## src/rtl/requant_gelu_feed.sv

```systemverilog
// Requantizes signed 32-bit matmul accumulators to int8 for the GELU stage.
// Three-stage pipeline (bias add, multiply, round/shift/saturate) with a global stall.
module requant_gelu_feed (
    input  logic        clk,
    input  logic        rst,
    input  logic [31:0] acc_in,
    input  logic [31:0] bias,
    input  logic [15:0] mult,
    input  logic [5:0]  shift,
    input  logic [2:0]  out_scale,
    input  logic        acc_valid,
    output logic        acc_ready,
    output logic [7:0]  x,
    output logic [2:0]  in_scale,
    output logic        x_valid,
    input  logic        x_ready,
    output logic [15:0] sat_cnt
);

    // Handshake: a beat moves on either side only when valid & ready are both
    // high at a rising edge; while x_valid & ~x_ready every stage register holds.

    // S1: bias add
    logic               r_v1;
    logic [32:0]        r_s1;
    logic [15:0]        r_mult1;
    logic [5:0]         r_sh1;
    logic [2:0]         r_os1;
    // S2: multiply
    logic               r_v2;
    logic [48:0]        r_p2;
    logic [5:0]         r_sh2;
    logic [2:0]         r_os2;
    // S3: output registers
    logic               r_v3;
    logic [7:0]         r_x;
    logic [2:0]         r_os3;
    logic               r_clip;
    logic [15:0]        r_sat;

    logic               w_stall;
    logic [5:0]         w_sh_in;
    logic [32:0]        w_sum;
    logic [48:0]        w_s_ext;
    logic [48:0]        w_m_ext;
    logic [48:0]        w_prod;
    logic signed [49:0] w_round;
    logic signed [49:0] w_shifted;
    logic               w_hi;
    logic               w_lo;
    logic [7:0]         w_sat;

    assign w_stall   = r_v3 & ~x_ready;
    assign acc_ready = ~w_stall;
    assign x_valid   = r_v3;
    assign x         = r_x;
    assign in_scale  = r_os3;
    assign sat_cnt   = r_sat;

    assign w_sh_in = (shift > 6'd47) ? 6'd47 : shift;
    assign w_sum   = {acc_in[31], acc_in} + {bias[31], bias};

    // Modular 49-bit product of the sign-extended sum and zero-extended multiplier.
    assign w_s_ext = {{16{r_s1[32]}}, r_s1};
    assign w_m_ext = {33'd0, r_mult1};
    assign w_prod  = w_s_ext * w_m_ext;

    // One extra bit of headroom so the rounding constant cannot overflow.
    assign w_round   = {r_p2[48], r_p2} +
                       ((r_sh2 == 6'd0) ? 50'd0 : (50'd1 << (r_sh2 - 6'd1)));
    assign w_shifted = w_round >>> r_sh2;
    assign w_hi      = (w_shifted > 50'sd127);
    assign w_lo      = (w_shifted < -50'sd128);
    assign w_sat     = w_hi ? 8'h7F : (w_lo ? 8'h80 : w_shifted[7:0]);

    always_ff @(posedge clk) begin
        if (rst) begin
            r_v1    <= 1'b0;
            r_s1    <= '0;
            r_mult1 <= '0;
            r_sh1   <= '0;
            r_os1   <= '0;
            r_v2    <= 1'b0;
            r_p2    <= '0;
            r_sh2   <= '0;
            r_os2   <= '0;
            r_v3    <= 1'b0;
            r_x     <= '0;
            r_os3   <= '0;
            r_clip  <= 1'b0;
            r_sat   <= '0;
        end else begin
            if (r_v3 && x_ready && r_clip && (r_sat != 16'hFFFF))
                r_sat <= r_sat + 16'd1;
            if (!w_stall) begin
                // Data registers load only behind a valid beat so bubbles leave them untouched.
                r_v1 <= acc_valid;
                if (acc_valid) begin
                    r_s1    <= w_sum;
                    r_mult1 <= mult;
                    r_sh1   <= w_sh_in;
                    r_os1   <= out_scale;
                end
                r_v2 <= r_v1;
                if (r_v1) begin
                    r_p2  <= w_prod;
                    r_sh2 <= r_sh1;
                    r_os2 <= r_os1;
                end
                r_v3 <= r_v2;
                if (r_v2) begin
                    r_x    <= w_sat;
                    r_clip <= w_hi | w_lo;
                    r_os3  <= r_os2;
                end
            end
        end
    end

endmodule

```

## config.mk

```make
export PLATFORM = sky130hd
export DESIGN_NAME = requant_gelu_feed
export DESIGN_NICKNAME = d
export VERILOG_FILES = /design/src/rtl/requant_gelu_feed.sv
export SDC_FILE = /design/constraint.sdc
export NUM_CORES = 2
export LEC_CHECK = 0
export ABC_AREA = 1
export CAP_MARGIN = 20
export CORE_ASPECT_RATIO = 1.75
export CORE_UTILIZATION = 41
export DETAILED_ROUTE_END_ITERATION = 10
export DONT_BUFFER_PORTS = 1
export PLACE_DENSITY_LB_ADDON = 0.05
export SLEW_MARGIN = 20
export SYNTH_ARGS = -nofsm -noshare
export SYNTH_HDL_FRONTEND = slang
export SYNTH_SLANG_ARGS = --single-unit
```

## constraint.sdc

```tcl
create_clock -name clk -period 5.9 [get_ports clk]
set_clock_uncertainty 0.15 [all_clocks]
set_input_delay 1.18 -clock clk [delete_from_list [all_inputs] [get_ports clk]]
set_output_delay 1.18 -clock clk [all_outputs]
set_load 0.03 [all_outputs]
```

Word level (Yosys, flattened, before mapping):

Index checks and enable logic that the tools add are counted.

* flip-flop bits (word level): 147
* bits of input ports: 93
* word-level logic and storage cells: 40

* add/sub/neg operators: 4
* multiply operators: 1
* order comparisons: 3
* equal/unequal tests: 1
* shifts and indexed selects: 2
* mux-type cells: 4
* bitwise gates (word level): 4
* reduce and logical (&&, ||, !) cells: 7

Operator list (count)
* $add 50x50->50: 1
* $gt 50x8->1 const B: 1
* $lt 50x8->1 const B: 1
* $mux 50: 1
* $shl 1x6->50 const A: 1
* $sshr 50x6->50: 1
* $mul 33x17->49: 1
* $add 32x32->33: 1
* $add 16x1->16 const B: 1
* $mux 8: 2
* $ne 16x16->1 const B: 1
* $gt 6x6->1 const B: 1
* $logic_not 6->1: 1
* $mux 6: 1
* $reduce_and 2->1: 3
* $sub 6x1->6 const B: 1
* $logic_and 1x1->1: 3
* $not 1->1: 2
* $and 1x1->1: 1
* $or 1x1->1: 1

Depth between registers and ports, before layout:

* depth after elaboration: 8
* gate-level depth with buffers: 45
* mapped depth without buffers: 44

Worst setup path after synthesis:

Ideal clock, no wire load.

* path kind: register to register
* start: register r_s1[12]
* end: register r_p2[47]
* library setup time: 115 ps
* arrival: 6214 ps
* data required time: 5635 ps
* slack: -579 ps
* stages on the path, launching flop included: 31
* buffers on the path: 2
* period minus slack after synthesis: 6479 ps
* cell sequence: dfxtp_1 -> clkbuf_1 -> clkbuf_1 -> nand2_1 -> fa_1 -> inv_1 -> fa_1 -> inv_1 -> fa_1 -> inv_1 -> fa_1 -> inv_1 -> fa_1 -> inv_1 -> fa_1 -> ha_1 -> nand2_1 -> nor2_1 -> nand2_1 -> o211ai_1 -> nand2_1 -> nand2_1 -> a21oi_1 -> o21bai_1 -> a21boi_0 -> o21bai_1 -> a21oi_1 -> o21ai_0 -> xor2_1 -> o21ai_0 -> inv_1

* cells in the longest elaborated chain, start to end: 1

Ends and longest elaborated chain
* from (decl): line 25 `logic [32:0] r_s1;`
* from (signal assigned): line 99 `r_s1 <= w_sum;`
* $mul 33x17->49: line 66 `assign w_prod = w_s_ext * w_m_ext;`
* to (signal assigned): line 106 `r_p2 <= w_prod;`
* to (decl): line 31 `logic [48:0] r_p2;`

Every way passes these cells.
A chain may end at the register's enable or synchronous reset.

Worst setup path after layout:

* start: register r_mult1[7]
* end: register r_p2[45]

* cells in the longest elaborated chain, start to end: 1

Ends and longest elaborated chain
* from (decl): line 26 `logic [15:0] r_mult1;`
* from (signal assigned): line 100 `r_mult1 <= mult;`
* $mul 33x17->49: line 66

Every way passes these cells.

==> flow_summary.ini <==
[run_status]
status = finished, violations left
violations = setup timing

[synthesis]
synth_nets = 6066
synth_seq_cells = 147
synth_area_per_cell_um2 = 6.52
synth_edf_count = 0
ys_seq_area_frac = 0.0856
syn_inst = 5275
synth-simple-area-share = 0.299
synth_compound_area_frac = 0.0668
synthXorXnorAreaFrac = 0.0254
yosys_warnings = 0
async_flop_share = 0
yosys-mux-area-fraction = 0.00116
synthFlopType = dfxtp_1
syn-cell-area_mm2 = 0.0344
synth_top_family_by_area = adder cells
synth.distinct_cells = 54
synth_fa_ha_area_frac = 0.363

[power_and_ir_drop]
combPwrFrac = 0.755
power.density_mw_per_mm2 = 240
swShare = 0.494
p_seq_frac = 0.122
p_int_mw = 4.90
power_frac_clock = 0.122
power_mw = 9.67
p_switching_mw = 4.77
ir_worst_vdd_uv = 237
p_leak_nw = 21.9

[hold_path]
min_from = r_v1
holdPathEnd = r_v1
whs_path_depth = 2
hp-class = reg2reg

[route]
drt-initial-drc-count = 1554
post_drt_wl_per_cell_um = 18.9
via_count = 32700
wirelength_mm = 124
drtAntennaViolNets = 0
vias_per_cell = 4.96
drc = 0
first_pass_iters = 5

[worst_setup_path]
cp-start-kind = register
crit_buf_inv = 6
cp_data_arrival_time_ns = 6.45
cpPeakStageDelay_ns = 0.55
reg2reg_slack_ns = -0.23
worstPathRequired_ns = 6.22
cp_max_fo = 6
path_class = reg2reg
reg2reg_from = r_mult1[7]
cp-end-kind = register
rr_worst_depth = 25
slowest_stage = fa_1
critPathLaunch = r_mult1[7]
r2r_end = r_p2[45]
crit_top_cell = fa_1
path_delay_family = adder cells

[cts]
htree_num_levels = 4
cts_buffer_depth = 2
cts-root-buf = clkbuf_16
clock-sinks = 147
clk_pin_slew_worst_paths_ns = 0.08
clock_latency_ns = 0.53
cts_made_buffers = 17
cts_tree = done
postCtsHoldBufs = 0

[sta]
setup_slack_ns = -0.231
slew_viol_final = 0
setup_viol = 16
rsz0062_at_grt = true
period_minus_slack_ns = 6.13
finalSetupTns_ns = -2.20
clock.fmax_mhz = 163
hold_viol = 0
finalCritPeriodShare = 1.04
worst_pin_slew_ns = 0.860
holdWs_ns = 0.328
relSlewSlack = 0.427

[global_routing]
grtUsageTotal = 0.299
grt_pass1_vias = 34100
grt-ovfl-total = 0
grt_max_degree = 89
antenna_found_initial = 0
grt_pass1_wl_mm = 193

[floorplanning]
die_x_um = 221
initial_core_util = 0.413
die_h_um = 385
fp.coreArea_mm2 = 0.0832
io_pins = 122
dieArea_mm2 = 0.0851
rows = 140

[cells_and_area]
fin_cells = 6598
syn_to_final_growth_pct = 17.3
n_antenna_cell = 0
nNetsFinal = 6311
layout_commonest_cell = nand2_1
mostFrequentLayoutCells = 1368 x nand2_1, 1161 x inv_1, 496 x fa_1
drive_gt1_frac = 0.135
n_fill_cell = 8841
fin_area_mm2 = 0.0403

[placed_design]
hpwlAfterDp_mm = 106
dpl_cell_area_mm2 = 0.0388
place_inst = 6531
io_buffers = 0
gp_congestion = 1.00

[job]
maxCapViolCount = 0
synth_stat cells, types with 10 or more instances:
| library cell | number | area (um^2) |
|---|---|---|
| a21oi_1 | 160 | 801 |
| a31oi_1 | 12 | 75.1 |
| buf_1 | 23 | 86.3 |
| buf_2 | 26 | 130 |
| clkbuf_1 | 191 | 717 |
| dfxtp_1 | 147 | 2940 |
| fa_1 | 500 | 10000 |
| ha_1 | 198 | 2480 |
| inv_1 | 1180 | 4430 |
| nand2_1 | 1401 | 5260 |
| nand2_2 | 15 | 93.8 |
| nand3_1 | 457 | 2290 |
| nand3_2 | 23 | 230 |
| nand4_1 | 29 | 181 |
| nor2_1 | 479 | 1800 |
| nor2_2 | 14 | 87.6 |
| nor3_1 | 17 | 85.1 |
| nor4_1 | 10 | 62.6 |
| o21a_1 | 11 | 82.6 |
| o21ai_0 | 180 | 901 |
| o21ai_1 | 12 | 60.1 |
| o21bai_1 | 13 | 97.6 |
| xnor2_1 | 41 | 359 |
| xor2_1 | 57 | 499 |
stage by stage:
step / setup slack (ns) / util
5_1_grt: -0.525 / 0.485
3_5_place_dp: -0.570 / 0.466
2_1_floorplan: -0.104 / -
4_1_cts: -0.329 / 0.479
3_3_place_gp: -0.522 / 0.466
6_report: -0.231 / 0.485
metal layers:
metal  vias up  GRT usage  routed length, um
met4         0      0.205               9520
met2       644      0.592              68700
met5         -          0                  0
li1      16200          -                  -
met1     15500      0.291              43500
met3       276     0.0271               2750
worst max-delay path by stage:
stage / end / depth (start not counted)
final: r_p2[45] / 25
after global routing: r_p2[45] / 29
after CTS: r_p2[45] / 28
after detailed placement: r_p2[42] / 32
after global placement: r_p2[42] / 32
after floorplan: r_p2[47] / 28
state kept, by name, summed over array words and instances, names as in the netlist:
name,flops
r_sh1,6
x,8
in_scale,3
r_os2,3
r_sh2,6
x_valid,1
r_v1,1
r_p2,49
r_mult1,16
r_clip,1
r_s1,33
sat_cnt,16
r_os1,3
r_v2,1
repair_timing:
item | CTS | global route
endpoints found under the setup margin | 22 | 35
cloned | 4 | 2
gates resized for setup | 67 | 128
pin swaps | 36 | 51
setup buffers | 17 | 17
cell type report:
| type | instances | area [um^2] | area share |
|---|---|---|---|
| sequential | 147 | 2980 | 0.0739 |
| inverter | 1194 | 4490 | 0.111 |
| clock buffer | 17 | 425 | 0.0105 |
| clock inverter | 15 | 184 | 0.00456 |
| multi-input combinational | 3691 | 26700 | 0.662 |
| timing repair buffer | 469 | 4210 | 0.104 |
| tap | 1065 | 1330 | 0.0330 |
cells by family after synthesis:
kind of cell	count (synthesis)
adder cells (fa/ha/maj)	698
flip-flops	147
multiplexers	4
AND/OR/NAND/NOR	2466
buffers and inverters	1437
XOR/XNOR	99
AO/OA/AOI/OAI	424
worst register-to-register path: cells and delay by family (launching register included):
| kind | cells | cell delay (ns) |
|---|---|---|
| adder cells (fa/ha/maj) | 7 | 3.43 |
| flip-flops | 1 | 0.40 |
| AO/OA/AOI/OAI | 9 | 1.20 |
| buffers and inverters | 6 | 0.54 |
| AND/OR/NAND/NOR | 3 | 0.36 |
power groups by stage:
stage	combinational [mW]	clock (mW)	sequential, mW
global route	8.14	1.25	1.19
finish	7.30	1.18	1.18
detailed placement	6.86	0	1.20
floorplan	4.20	0	1.15
global placement	6.81	0	1.20
CTS	7.07	1.23	1.18
No activity file was read; power rests on OpenSTA's default activity.
